==> src/rtl/ledg_pwm_driver_if.sv <==
// ---------------------------------------------------------------------------
// ledg_pwm_driver_if
//
// Bundles the signals between the green-LED PIO output port and the LEDG
// PWM driver.
//
// Protocol: there is no valid/ready handshake on this bundle. led_in, duty
// and blink_en are plain levels owned by the PIO side; the driver samples
// them only at PWM period boundaries. period_strobe is a single-cycle
// status pulse from the driver and needs no acknowledge.
//
// Signals
//   led_in        PIO -> driver  WIDTH     raw LED pattern from the PIO out_port
//   duty          PIO -> driver  PWM_BITS  global brightness (0 = off, all-ones = full)
//   blink_en      PIO -> driver  1         1 = blink the enabled LEDs
//   led_out       driver -> pins WIDTH     registered LED drive, 1 = lit
//   period_strobe driver -> PIO  1         pulse in the cycle after the shadows load
//
// Modports
//   master  the PIO / stimulus side (drives the levels, observes the outputs)
//   slave   the LEDG driver
// ---------------------------------------------------------------------------
interface ledg_pwm_driver_if #(
  parameter int WIDTH    = 9,
  parameter int PWM_BITS = 4
);

  logic [WIDTH-1:0]    led_in;
  logic [PWM_BITS-1:0] duty;
  logic                blink_en;
  logic [WIDTH-1:0]    led_out;
  logic                period_strobe;

  modport master (
    output led_in,
    output duty,
    output blink_en,
    input  led_out,
    input  period_strobe
  );

  modport slave (
    input  led_in,
    input  duty,
    input  blink_en,
    output led_out,
    output period_strobe
  );

endinterface : ledg_pwm_driver_if

==> src/rtl/ledg_pwm_driver.sv <==
// ---------------------------------------------------------------------------
// ledg_pwm_driver
//
// Drives the physical LEDG pins from the green-LED PIO output port. A global
// PWM brightness and an optional blink are applied to the raw PIO pattern.
//
// The PIO inputs are copied into shadow registers only on the clock edge that
// ends a PWM period, so a Nios write landing mid-period can never produce a
// truncated or stretched pulse: the whole period is rendered from one
// consistent snapshot of pattern, duty and blink enable.
//
// Timing chain:
//   pre_cnt   0..PRESCALE-1, tick when it reaches PRESCALE-1
//   pwm_cnt   advances on tick, wraps 2**PWM_BITS-1 -> 0
//   boundary  tick while pwm_cnt is at its last value
//   blink     blink_cnt counts boundaries; every BLINK_PERIODS boundaries
//             blink_phase toggles
//
// Ports
//   clk      in  system clock (same clock as the PIO)
//   reset_n  in  asynchronous, active-low reset; clears every register
//   pio      slave modport of ledg_pwm_driver_if
//              led_in / duty / blink_en    levels, sampled at boundaries
//              led_out                     registered LED drive
//              period_strobe               1-cycle pulse after the shadows load
//
// Parameters
//   WIDTH          number of LEDs
//   PRESCALE       clk cycles per PWM tick (>= 1)
//   PWM_BITS       PWM counter width, period = 2**PWM_BITS ticks
//   BLINK_PERIODS  PWM periods per blink half-phase (>= 1)
// ---------------------------------------------------------------------------
module ledg_pwm_driver #(
  parameter int WIDTH         = 9,
  parameter int PRESCALE      = 50,
  parameter int PWM_BITS      = 4,
  parameter int BLINK_PERIODS = 8
) (
  input  logic                   clk,
  input  logic                   reset_n,
  ledg_pwm_driver_if.slave       pio
);

  // Counter widths. A count range of one value still needs a 1-bit register,
  // hence the guard around $clog2.
  localparam int PRE_W   = (PRESCALE > 1)      ? $clog2(PRESCALE)      : 1;
  localparam int BLINK_W = (BLINK_PERIODS > 1) ? $clog2(BLINK_PERIODS) : 1;

  localparam logic [PRE_W-1:0]    PRE_MAX   = PRE_W'(PRESCALE - 1);
  localparam logic [BLINK_W-1:0]  BLINK_MAX = BLINK_W'(BLINK_PERIODS - 1);
  localparam logic [PWM_BITS-1:0] PWM_MAX   = {PWM_BITS{1'b1}};

  // -------------------------------------------------------------------------
  // State
  // -------------------------------------------------------------------------
  logic [PRE_W-1:0]    r_pre_cnt;
  logic [PWM_BITS-1:0] r_pwm_cnt;
  logic [BLINK_W-1:0]  r_blink_cnt;
  logic                r_blink_phase;   // 1 = on half of the blink cycle

  logic [WIDTH-1:0]    r_led_sh;
  logic [PWM_BITS-1:0] r_duty_sh;
  logic                r_blink_sh;

  logic [WIDTH-1:0]    r_led_out;
  logic                r_period_strobe;

  // -------------------------------------------------------------------------
  // Combinational decode of the counter state
  // -------------------------------------------------------------------------
  logic w_tick;
  logic w_boundary;
  logic w_blink_wrap;
  logic w_pwm_on;
  logic w_blink_gate;
  logic w_drive;

  assign w_tick       = (r_pre_cnt == PRE_MAX);
  assign w_boundary   = w_tick && (r_pwm_cnt == PWM_MAX);
  assign w_blink_wrap = (r_blink_cnt == BLINK_MAX);

  // All-ones duty is treated as fully on rather than (2**N-1)/2**N, so the
  // PIO can request a steady LED without a one-tick gap every period.
  assign w_pwm_on     = (r_duty_sh == PWM_MAX) || (r_pwm_cnt < r_duty_sh);

  // Blink only masks the output when the snapshot enabled it; the blink
  // counters keep running regardless so the phase stays periodic.
  assign w_blink_gate = !r_blink_sh || r_blink_phase;
  assign w_drive      = w_pwm_on && w_blink_gate;

  // -------------------------------------------------------------------------
  // Prescaler
  // -------------------------------------------------------------------------
  always_ff @(posedge clk or negedge reset_n) begin
    if (!reset_n) begin
      r_pre_cnt <= '0;
    end else if (w_tick) begin
      r_pre_cnt <= '0;
    end else begin
      r_pre_cnt <= r_pre_cnt + 1'b1;
    end
  end

  // -------------------------------------------------------------------------
  // PWM counter: free-running modulo 2**PWM_BITS, so the wrap is implicit.
  // -------------------------------------------------------------------------
  always_ff @(posedge clk or negedge reset_n) begin
    if (!reset_n) begin
      r_pwm_cnt <= '0;
    end else if (w_tick) begin
      r_pwm_cnt <= r_pwm_cnt + 1'b1;
    end
  end

  // -------------------------------------------------------------------------
  // Blink counter and phase. Phase starts "on" so a blinking pattern lights
  // immediately after the first boundary.
  // -------------------------------------------------------------------------
  always_ff @(posedge clk or negedge reset_n) begin
    if (!reset_n) begin
      r_blink_cnt   <= '0;
      r_blink_phase <= 1'b1;
    end else if (w_boundary) begin
      if (w_blink_wrap) begin
        r_blink_cnt   <= '0;
        r_blink_phase <= !r_blink_phase;
      end else begin
        r_blink_cnt   <= r_blink_cnt + 1'b1;
      end
    end
  end

  // -------------------------------------------------------------------------
  // Shadow registers: the only place the PIO levels are sampled.
  // -------------------------------------------------------------------------
  always_ff @(posedge clk or negedge reset_n) begin
    if (!reset_n) begin
      r_led_sh   <= '0;
      r_duty_sh  <= '0;
      r_blink_sh <= 1'b0;
    end else if (w_boundary) begin
      r_led_sh   <= pio.led_in;
      r_duty_sh  <= pio.duty;
      r_blink_sh <= pio.blink_en;
    end
  end

  // -------------------------------------------------------------------------
  // Outputs. led_out is computed from the pre-edge counter and shadow state,
  // so a freshly loaded snapshot first reaches the pins one cycle after the
  // load edge, i.e. in the cycle following period_strobe.
  // -------------------------------------------------------------------------
  always_ff @(posedge clk or negedge reset_n) begin
    if (!reset_n) begin
      r_led_out       <= '0;
      r_period_strobe <= 1'b0;
    end else begin
      r_led_out       <= r_led_sh & {WIDTH{w_drive}};
      r_period_strobe <= w_boundary;
    end
  end

  assign pio.led_out       = r_led_out;
  assign pio.period_strobe = r_period_strobe;

endmodule : ledg_pwm_driver

==> src/flat_wrapper.sv <==
// flat-port wrapper written by rule: the top's interface ports become plain ports
module ledg_pwm_driver_flat 
#(
  parameter int WIDTH         = 9,
  parameter int PRESCALE      = 50,
  parameter int PWM_BITS      = 4,
  parameter int BLINK_PERIODS = 8
)
  (clk, reset_n, pio_led_in, pio_duty, pio_blink_en, pio_led_out, pio_period_strobe);
  ledg_pwm_driver_if #(.WIDTH(WIDTH), .PWM_BITS(PWM_BITS)) pio_i ();
  input  logic clk;
  input  logic reset_n;
  input wire logic [$bits(pio_i.led_in)-1:0] pio_led_in;
  input wire logic [$bits(pio_i.duty)-1:0] pio_duty;
  input wire logic [$bits(pio_i.blink_en)-1:0] pio_blink_en;
  output wire logic [$bits(pio_i.led_out)-1:0] pio_led_out;
  output wire logic [$bits(pio_i.period_strobe)-1:0] pio_period_strobe;
  assign pio_i.led_in = pio_led_in;
  assign pio_i.duty = pio_duty;
  assign pio_i.blink_en = pio_blink_en;
  assign pio_led_out = pio_i.led_out;
  assign pio_period_strobe = pio_i.period_strobe;
  ledg_pwm_driver #(.WIDTH(WIDTH), .PRESCALE(PRESCALE), .PWM_BITS(PWM_BITS), .BLINK_PERIODS(BLINK_PERIODS)) u_core (.clk(clk), .reset_n(reset_n), .pio(pio_i));
endmodule
==> config.mk <==
export PLATFORM = sky130hd
export DESIGN_NAME = ledg_pwm_driver_flat
export DESIGN_NICKNAME = d
export VERILOG_FILES = /design/src/rtl/ledg_pwm_driver_if.sv /design/src/rtl/ledg_pwm_driver.sv /design/src/flat_wrapper.sv
export SDC_FILE = /design/constraint.sdc
export NUM_CORES = 1
export LEC_CHECK = 0
export ABC_AREA = 0
export BUFFER_PORTS_ARGS = -buffer_cell sky130_fd_sc_hd__buf_2
export CAP_MARGIN = 20
export CORE_ASPECT_RATIO = 0.5
export CORE_MARGIN = 2
export CORE_UTILIZATION = 55
export DETAILED_ROUTE_END_ITERATION = 7
export PLACE_DENSITY = 0.78
export SLEW_MARGIN = 20
export SYNTH_ARGS = -nofsm -noshare
export SYNTH_HDL_FRONTEND = slang
export SYNTH_SLANG_ARGS = --single-unit
==> constraint.sdc <==
create_clock -name clk -period 1.92 [get_ports clk]
set_input_delay 0.096 -clock clk [delete_from_list [all_inputs] [get_ports clk]]
set_output_delay 0.096 -clock clk [all_outputs]
set_load 0.02 [all_outputs]
Yosys cells after proc, flatten, opt, wreduce, memory -nomap -nowiden
Cells that the tools add are included.
- add/subtract/negate cells: 3
- $lt $le $gt $ge: 1
- eq/ne operators: 4
- mux-type cells: 2
- bitwise operators: 1
- reductions and logical operators: 7
- operator list (kind ; number):
    $and 9x9->9 ; 1
    $eq 4x4->1 const B ; 2
    $add 6x1->6 const B ; 1
    $eq 6x6->1 const B ; 1
    $mux 6 ; 1
    $add 4x1->4 const B ; 1
    $lt 4x4->1 ; 1
    $add 3x1->3 const B ; 1
    $eq 3x3->1 const B ; 1
    $mux 3 ; 1
    $logic_and 1x1->1 ; 2
    $logic_not 1->1 ; 2
    $logic_or 1x1->1 ; 2
    $reduce_and 2->1 ; 1
- register bits: 38
- bits of input ports: 16
- output and inout bits: 10
- word-level logic and storage cells: 27

Logic depth before layout (Yosys ltp)
Gate-level depths: netlist of run 1.
- depth in word-level cells: 4
- mapped depth: 6

Worst setup path after synthesis of run 1
OpenSTA, ideal clock, no wires.
- kind: reg2reg
- start point: register u_core.r_pre_cnt[1]
- end point: register u_core.r_duty_sh[0]
- setup time: 0.125 ns
- arrival time: 1.606 ns
- path slack: 0.190 ns
- stages on the path, launching flop included: 7
- period minus slack after synthesis: 1.730 ns
- cells stage by stage: dfrtp_1 > inv_1 > ha_1 > nand4b_4 > nor3_4 > buf_8 > mux2_2
- cells in the longest elaborated chain, start to end: 2
- ends and longest elaborated chain (item ; RTL line ; source):
    from (decl) ; ledg_pwm_driver.sv:56 ; logic [PRE_W-1:0] r_pre_cnt;
    from (signal assigned) ; ledg_pwm_driver.sv:100 ; r_pre_cnt <= r_pre_cnt + 1'b1;
    $eq 6x6->1 ; ledg_pwm_driver.sv:78 ; assign w_tick = (r_pre_cnt == PRE_MAX);
    $logic_and 1x1->1 ; ledg_pwm_driver.sv:79 ; assign w_boundary = w_tick && (r_pwm_cnt == PWM_MAX);
    to (signal assigned) ; ledg_pwm_driver.sv:143 ; r_duty_sh <= pio.duty;
    to (decl) ; ledg_pwm_driver.sv:62 ; logic [PWM_BITS-1:0] r_duty_sh;
No other way between the ends.
A chain may end at the register's enable or synchronous reset.

Worst setup path in the final report of run 1
- start point: register u_core.r_pre_cnt[1]
- end point: register u_core.r_blink_cnt[1]
- cells in the longest elaborated chain, start to end: 2
- ends and longest elaborated chain (item ; RTL line ; source):
    $eq 6x6->1 ; ledg_pwm_driver.sv:78 ;
    $logic_and 1x1->1 ; ledg_pwm_driver.sv:79 ;
    to (signal assigned) ; ledg_pwm_driver.sv:128 ; r_blink_cnt <= r_blink_cnt + 1'b1;
    to (decl) ; ledg_pwm_driver.sv:58 ; logic [BLINK_W-1:0] r_blink_cnt;
No other way between the ends.

==> results of run 1 <==
[worst max-delay path, delay by kind of cell, from the launching register on]
family	cells	cell delay (ns)
multiplexers	1	0.35
adder cells (fa/ha/maj)	1	0.19
buffers and inverters	2	0.24
AND/OR/NAND/NOR	2	0.38
flip-flops	1	0.40
[per-stage QoR]
stage,setup slack [ns],util,instance area (sq um),std cells
2_1_floorplan,0.1896,-,1669,130
4_1_cts,0.2372,0.6628,1951,202
3_5_place_dp,0.2549,0.6271,1846,193
5_1_grt,0.1212,0.6628,1951,202
3_3_place_gp,0.2918,0.6271,1846,193
6_report,0.2460,0.6628,1951,202
[state kept, by name, indices dropped and copies added, names as in the netlist]
signal,flops
u_core.r_blink_sh,1
u_core.pio.led_out,9
u_core.r_duty_sh,4
u_core.r_blink_phase,1
u_core.r_pre_cnt,6
u_core.r_blink_cnt,3
u_core.r_pwm_cnt,4
u_core.r_led_sh,9
u_core.pio.period_strobe,1
[layout by cell type, fill, tap and decap left out, types with 4 or more instances in the layout]
cell type / netlist / routed
a211oi_1: 9 / 9
buf_2: 0 / 25
clkbuf_8: 0 / 6
dfrtp_1: 37 / 37
ha_1: 8 / 8
inv_1: 5 / 5
mux2_2: 18 / 18
nand2_1: 11 / 11
nand3_1: 4 / 4
nor2_1: 8 / 8
xor2_1: 5 / 5
[kinds of logic after synthesis]
| family | count (synthesis) | synth area share |
|---|---|---|
| adder cells (fa/ha/maj) | 8 | 0.05997 |
| XOR/XNOR | 7 | 0.03673 |
| AND/OR/NAND/NOR | 37 | 0.1282 |
| AO/OA/AOI/OAI | 13 | 0.05622 |
| multiplexers | 18 | 0.1214 |
| flip-flops | 38 | 0.5705 |
| buffers and inverters | 9 | 0.02698 |
[power groups by stage]
stage | Clock (mW) | Combinational, mW | Sequential (mW)
3_5_place_dp | 0 | 0.0302 | 0.816
2_1_floorplan | 0 | 0.000241 | 0.816
4_1_cts | 0.579 | 0.0317 | 0.800
3_3_place_gp | 0 | 0.0293 | 0.816
5_1_grt | 0.612 | 0.0358 | 0.800
6_report | 0.572 | 0.0301 | 0.800
[how the worst max path moves through the flow]
stage / from / to / slack, ns
after floorplan: u_core.r_pre_cnt[1]$_DFF_PN0_ / u_core.r_duty_sh[0]$_DFFE_PN0P_ / 0.19
after global placement: u_core.r_pre_cnt[1]$_DFF_PN0_ / u_core.r_led_sh[0]$_DFFE_PN0P_ / 0.29
after detailed placement: u_core.r_pre_cnt[1]$_DFF_PN0_ / u_core.r_led_sh[6]$_DFFE_PN0P_ / 0.25
after CTS: u_core.r_pre_cnt[1]$_DFF_PN0_ / u_core.r_blink_cnt[1]$_DFFE_PN0P_ / 0.24
after global routing: u_core.r_pre_cnt[1]$_DFF_PN0_ / u_core.r_blink_cnt[1]$_DFFE_PN0P_ / 0.12
final: u_core.r_pre_cnt[1]$_DFF_PN0_ / u_core.r_blink_cnt[1]$_DFFE_PN0P_ / 0.25
[cells in the mapped netlist]
library cell and instances:
xnor2_1 2, nand4b_4 1, a211o_1 1, o21ai_0 1, buf_8 1, nand3_1 4
mux2_2 18, nor3b_1 1, and3_1 1, nand2b_1 2, buf_1 1, nand2_1 11
clkbuf_1 2, ha_1 8, nor3_1 2, nor2_1 8, nor2b_1 2, and4_1 2
a211oi_1 9, nor4_1 1, dfstp_2 1, dfrtp_1 37, and4b_1 1, xor2_1 5
a21oi_1 1, a21o_1 1, nor3_4 1, inv_1 5
[final cells by class]
cell class,count,area share
clock buffer,6,0.04233
clock inverter,2,0.006414
inverter,5,0.009622
multi-input combinational,83,0.3445
sequential,38,0.4881
tap,40,0.02566
timing repair buffer,28,0.08339
[layer usage]
layer  part of all wire  up-vias  track usage
met5                  0        -            0
met4              0.011        0      0.07000
met3              0.039        4      0.05745
met2               0.49       18       0.3268
met1               0.46      552       0.2316
li1                   -      521            -
==> qor.yml, run 1 <==
drive_gt1_frac: 0.3457
via_per_inst: 5.421
finalHoldWorstSlack_ns: 0.03123
timing.rr.start: "u_core.r_pre_cnt[1]$_DFF_PN0_"
layout.nets: 185
row_count: 14
p_sw_mw: 0.3013
design.core.area_sq_mm: 0.002943
multi_input_area_sq_um: 671.9
cp-end-kind: "register"
power_mw: 1.402
skew_ns: 0.006807
cap_violations: 0
cts_buffers: 5
drt-pass1-iter-count: 4
globalplace.congestion: 0.7920
p_comb_frac: 0.022
worst_r2r_endpoint: "u_core.r_blink_cnt[1]$_DFFE_PN0P_"
hold_path.class: "primary input to register"
drc: 0
cts_root_buffer: "clkbuf_8"
worst-setup-path-type: "register to register"
synth_top_area_frac: 0.5547
reg2reg_depth: 6
min_period_over_period: 0.8719
rsz0062_at_grt: "no"
p_int_mw: 1.100
slew_headroom: 0.4582
setup_viol: 0
grt-ovfl-total: 0
finalMaxSlewViolations: 0
arrival_ns: 1.85
clockBufferDepth: 2
ios: 26
grt_max_degree: 39
syn_inst: 130
cts.clk_slew.worst_paths_ns: 0.07
cts_tree: "yes"
power_density_mw_per_mm2: 718.5
fin_crit_ns: 1.674
power.clock.fraction: 0.408
synth_area_leaders: "dfrtp_1 (55%), mux2_2 (12%), ha_1 (6.0%)"
drt-wirelength-per-cell_um: 14.03
clk_latency_ns: 0.29
ys_seq_area_frac: 0.5705
outcome: "finished, final reports clean"
drtAntennaViolNets: 0
drt_iter0_drc: 27
fillerInstances: 226
fmax_mhz: 597.4
antennaDiodeCount: 0
grt_pass1_vias: 1101
port_buffers: 25
clock_sinks: 38
yosysWarnings: 0
crit_fanout: 17
holdBufCountCts: 1
cts_setup_buffers: 0
p_sw_frac: 0.2149
seqCellArea_sq_um: 952.2
grt_usage: 0.1918
htree_levels: 2
holdPathEnd: "u_core.r_led_sh[3]$_DFFE_PN0P_"
ir_drop_v: 0.0004238
syn_nets: 154
die_w_um: 81.91
r2r_slack_ns: 0.25
start_util: 0.5672
dp_hpwl_um: 1967
synth_cell_types: 28
worstHoldStart: "pio_led_in[3]"
grt_pass1_wl_um: 4899
worstPathRequired_ns: 2.09
synth_area_per_cell_sq_um: 12.84
synth_top_area_cell: "dfrtp_1"
cts_resized: 0
hold_viol: 0
antenna_found_initial: 0
syn_to_final_growth_pct: 16.87
vias: 1095
min_path_cells: 2
worst_slew_pin_slew_ns: 0.8128
routed_wl_um: 2835
setup_tns_ns: 0
critical_path.slowest_cell: "dfrtp_1"
die_area_sq_mm: 0.003518
syn_area_sq_mm: 0.001669
start_kind: "register"
die_h_um: 42.96
cp_cell_sequence: "inv_1, ha_1, nand4b_4, nor3_4, buf_12, mux2_2"
seqPwrFrac: 0.571
ys_ff_latch: 38
leakage_nw: 0.9847
slowest_delay_ns: 0.40
Note: power is estimated with default switching activity, not from simulation.
==> run 2: changes to the inputs <==
--- a/config.mk
+++ b/config.mk
@@ -13,6 +13,8 @@
 export CORE_UTILIZATION = 55
 export DETAILED_ROUTE_END_ITERATION = 7
 export PLACE_DENSITY = 0.78
+export RECOVER_POWER = 25
+export SETUP_SLACK_MARGIN = 0.5
 export SLEW_MARGIN = 20
 export SYNTH_ARGS = -nofsm -noshare
 export SYNTH_HDL_FRONTEND = slang
==> qor.yml, run 2 (synthesis gave the netlist of run 1 again) <==
worst_slew_pin_slew_ns: 0.9209  # +0.1082 ns
die_h_um: 42.96  # unchanged
layout.cells.non_filler: 213  # +5.4%
timing.rr.start: "u_core.r_pwm_cnt[1]$_DFFE_PN0N_"
ios: 26  # unchanged
grt_pass1_vias: 1132  # +2.8%
min_path_cells: 2  # unchanged
grt_usage: 0.2117  # +0.01990
setup_viol: 0  # unchanged
ir_drop_v: 0.0003542  # -16%
arrival_ns: 1.77  # -0.08 ns
port_buffers: 25  # unchanged
clk_latency_ns: 0.29  # about the same
via_per_inst: 5.779  # +6.6%
rsz0062_at_grt: "yes"
drt-pass1-iter-count: 4  # unchanged
critical_path.slowest_cell: "dfrtp_1"
layout_common_cells: "dfrtp_1 (36), buf_2 (14), nand2_1 (11), clkbuf_1 (11)"
fin_area_sq_mm: 0.002195  # +13%
die_w_um: 81.91  # unchanged
min_period_over_period: 0.8310  # -0.04088
skew_ns: 0.009965  # +0.003158 ns
cts_buffers: 5  # unchanged
slew_headroom: 0.3861  # -0.07211
die_area_sq_mm: 0.003518  # unchanged
power_density_mw_per_mm2: 645.9  # -10%
crit_fanout: 9  # -8
drtAntennaViolNets: 0  # unchanged
worstPathRequired_ns: 2.09  # about the same
cp-end-kind: "register"
outcome: "finished, final reports clean"
layout_commonest_cell: "dfrtp_1"
cts_tree: "yes"
placed_area_sq_mm: 0.001848  # +0.14%
antenna_found_initial: 0  # unchanged
hold_viol: 0  # unchanged
setup_slack_ns: 0.3244  # +0.07848 ns
vias: 1231  # +12%
dp_hpwl_um: 1993  # +1.4%
cap_violations: 0  # unchanged
routed_wl_um: 4064  # +43%
cts_root_buffer: "clkbuf_8"
worstHoldStart: "pio_duty[2]"
htree_levels: 2  # unchanged
grt_max_degree: 39  # unchanged
design.core.area_sq_mm: 0.002943  # unchanged
row_count: 14  # unchanged
drc: 0  # unchanged
globalplace.congestion: 0.8010  # +1.1%
antennaDiodeCount: 0  # unchanged
slowest_delay_ns: 0.40  # about the same
grt_pass1_wl_um: 5361  # +9.4%
drt_iter0_drc: 72  # +170%
crit_buf_inv: 2  # unchanged
dp_cells: 193  # unchanged
holdPathEnd: "u_core.r_duty_sh[2]$_DFFE_PN0P_"
r2r_slack_ns: 0.32  # +0.08 ns
dpl_worst_slack_ns: 0.2526  # -0.002224 ns
cp_top_family: "flip-flops"
layout.nets: 196  # +5.9%
worst-setup-path-type: "register to register"
leakage_nw: 1.015  # +3.1%
start_util: 0.5672  # unchanged
clock_sinks: 38  # unchanged
fin_crit_ns: 1.596  # -0.07848 ns
cts.clk_slew.worst_paths_ns: 0.08  # about the same
drt-wirelength-per-cell_um: 19.08  # +36%
worst_r2r_endpoint: "u_core.r_led_sh[7]$_DFFE_PN0P_"
start_kind: "register"
drive_gt1_frac: 0.4162  # +0.07051
fillerInstances: 175  # -23%
syn_to_final_growth_pct: 31.48
finalMaxSlewViolations: 0  # unchanged
hold_path.class: "primary input to register"
clockBufferDepth: 2  # unchanged
reg2reg_depth: 6  # unchanged
cp_cell_sequence: "ha_4, nand3_4, nor3_4, buf_6, buf_12, mux2_2"
fmax_mhz: 626.7  # +4.9%
grt-ovfl-total: 0  # unchanged
setup_tns_ns: 0  # unchanged
==> run 2: cell types whose count changed in the layout (fill, tap and decap cells not counted), moves of 4 or more <==
cell	before	now
buf_2	25	14
clkbuf_1	0	11
mux2_2	18	9
mux2_4	0	9
buf_4	1	7
a211oi_1	9	4
a211oi_2	0	5
ha_1	8	4
ha_4	0	4
==> run 2: worst reg2reg max path: cells and delay by family, from the launching register on <==
family	cells	cell delay (ns)
DFF	1	0.40
and+or+nand+nor	2	0.31
muxes	1	0.35
buffers and inverters	2	0.25
adders and majority gates	1	0.18
==> run 2: layer usage <==
layer	up-vias	global-route usage	routed length, um
met5	-	0	0
met4	0	0.09000	94
met3	10	0.05532	193
met2	48	0.3512	2042
met1	631	0.2642	1733
li1	542	-	-
==> run 2: power breakdown <==
group	internal (mW)	total [mW]	switching, mW
clock	0.289	0.585	0.296
combinational	0.0123	0.0326	0.0203
sequential	0.800	0.800	0
total	1.10	1.42	0.317
==> run 2: timing repair <==
| item | in CTS | in global routing |
|---|---|---|
| hold buffers | 1 | 0 |
| pin swaps | 2 | 3 |
| endpoints found under the setup margin | 27 | 35 |
| buffers inserted | 8 | 1 |
| endpoints found under the hold margin | 37 | 0 |
| gates cloned | 1 | 1 |
| resized for setup | 14 | 19 |
==> run 2: worst max-delay path by stage <==
stage	from	slack (ns)	cells past startpoint	to
2_1_floorplan	u_core.r_pre_cnt[1]$_DFF_PN0_	0.19	6	u_core.r_duty_sh[0]$_DFFE_PN0P_
3_3_place_gp	u_core.r_pre_cnt[1]$_DFF_PN0_	0.30	6	u_core.r_led_sh[7]$_DFFE_PN0P_
3_5_place_dp	u_core.r_pre_cnt[1]$_DFF_PN0_	0.25	6	u_core.r_led_sh[3]$_DFFE_PN0P_
4_1_cts	u_core.r_pre_cnt[1]$_DFF_PN0_	0.35	7	u_core.r_led_sh[3]$_DFFE_PN0P_
5_1_grt	u_core.r_pre_cnt[1]$_DFF_PN0_	0.27	7	u_core.r_led_sh[8]$_DFFE_PN0P_
6_report	u_core.r_pwm_cnt[1]$_DFFE_PN0N_	0.32	6	u_core.r_led_sh[7]$_DFFE_PN0P_
==> run 2: area by class of cell <==
class	instances	area, sq um	area share
multi-input combinational	84	828.3	0.3774
timing repair buffer	38	249.0	0.1135
tap	40	50.05	0.02281
sequential	38	953.4	0.4344
inverter	5	18.77	0.008552
clock buffer	6	82.58	0.03763
clock inverter	2	12.51	0.005701
==> run 2: stage by stage <==
stage	total power [mW]	utilization	hold slack [ns]
floorplan	0.8160	-	-0.1996
global placement	0.8446	0.6280	0.2241
detailed placement	0.8462	0.6280	0.2338
CTS	1.417	0.7105	0.02828
global route	1.461	0.7457	0.02857
finish	1.418	0.7457	0.02791
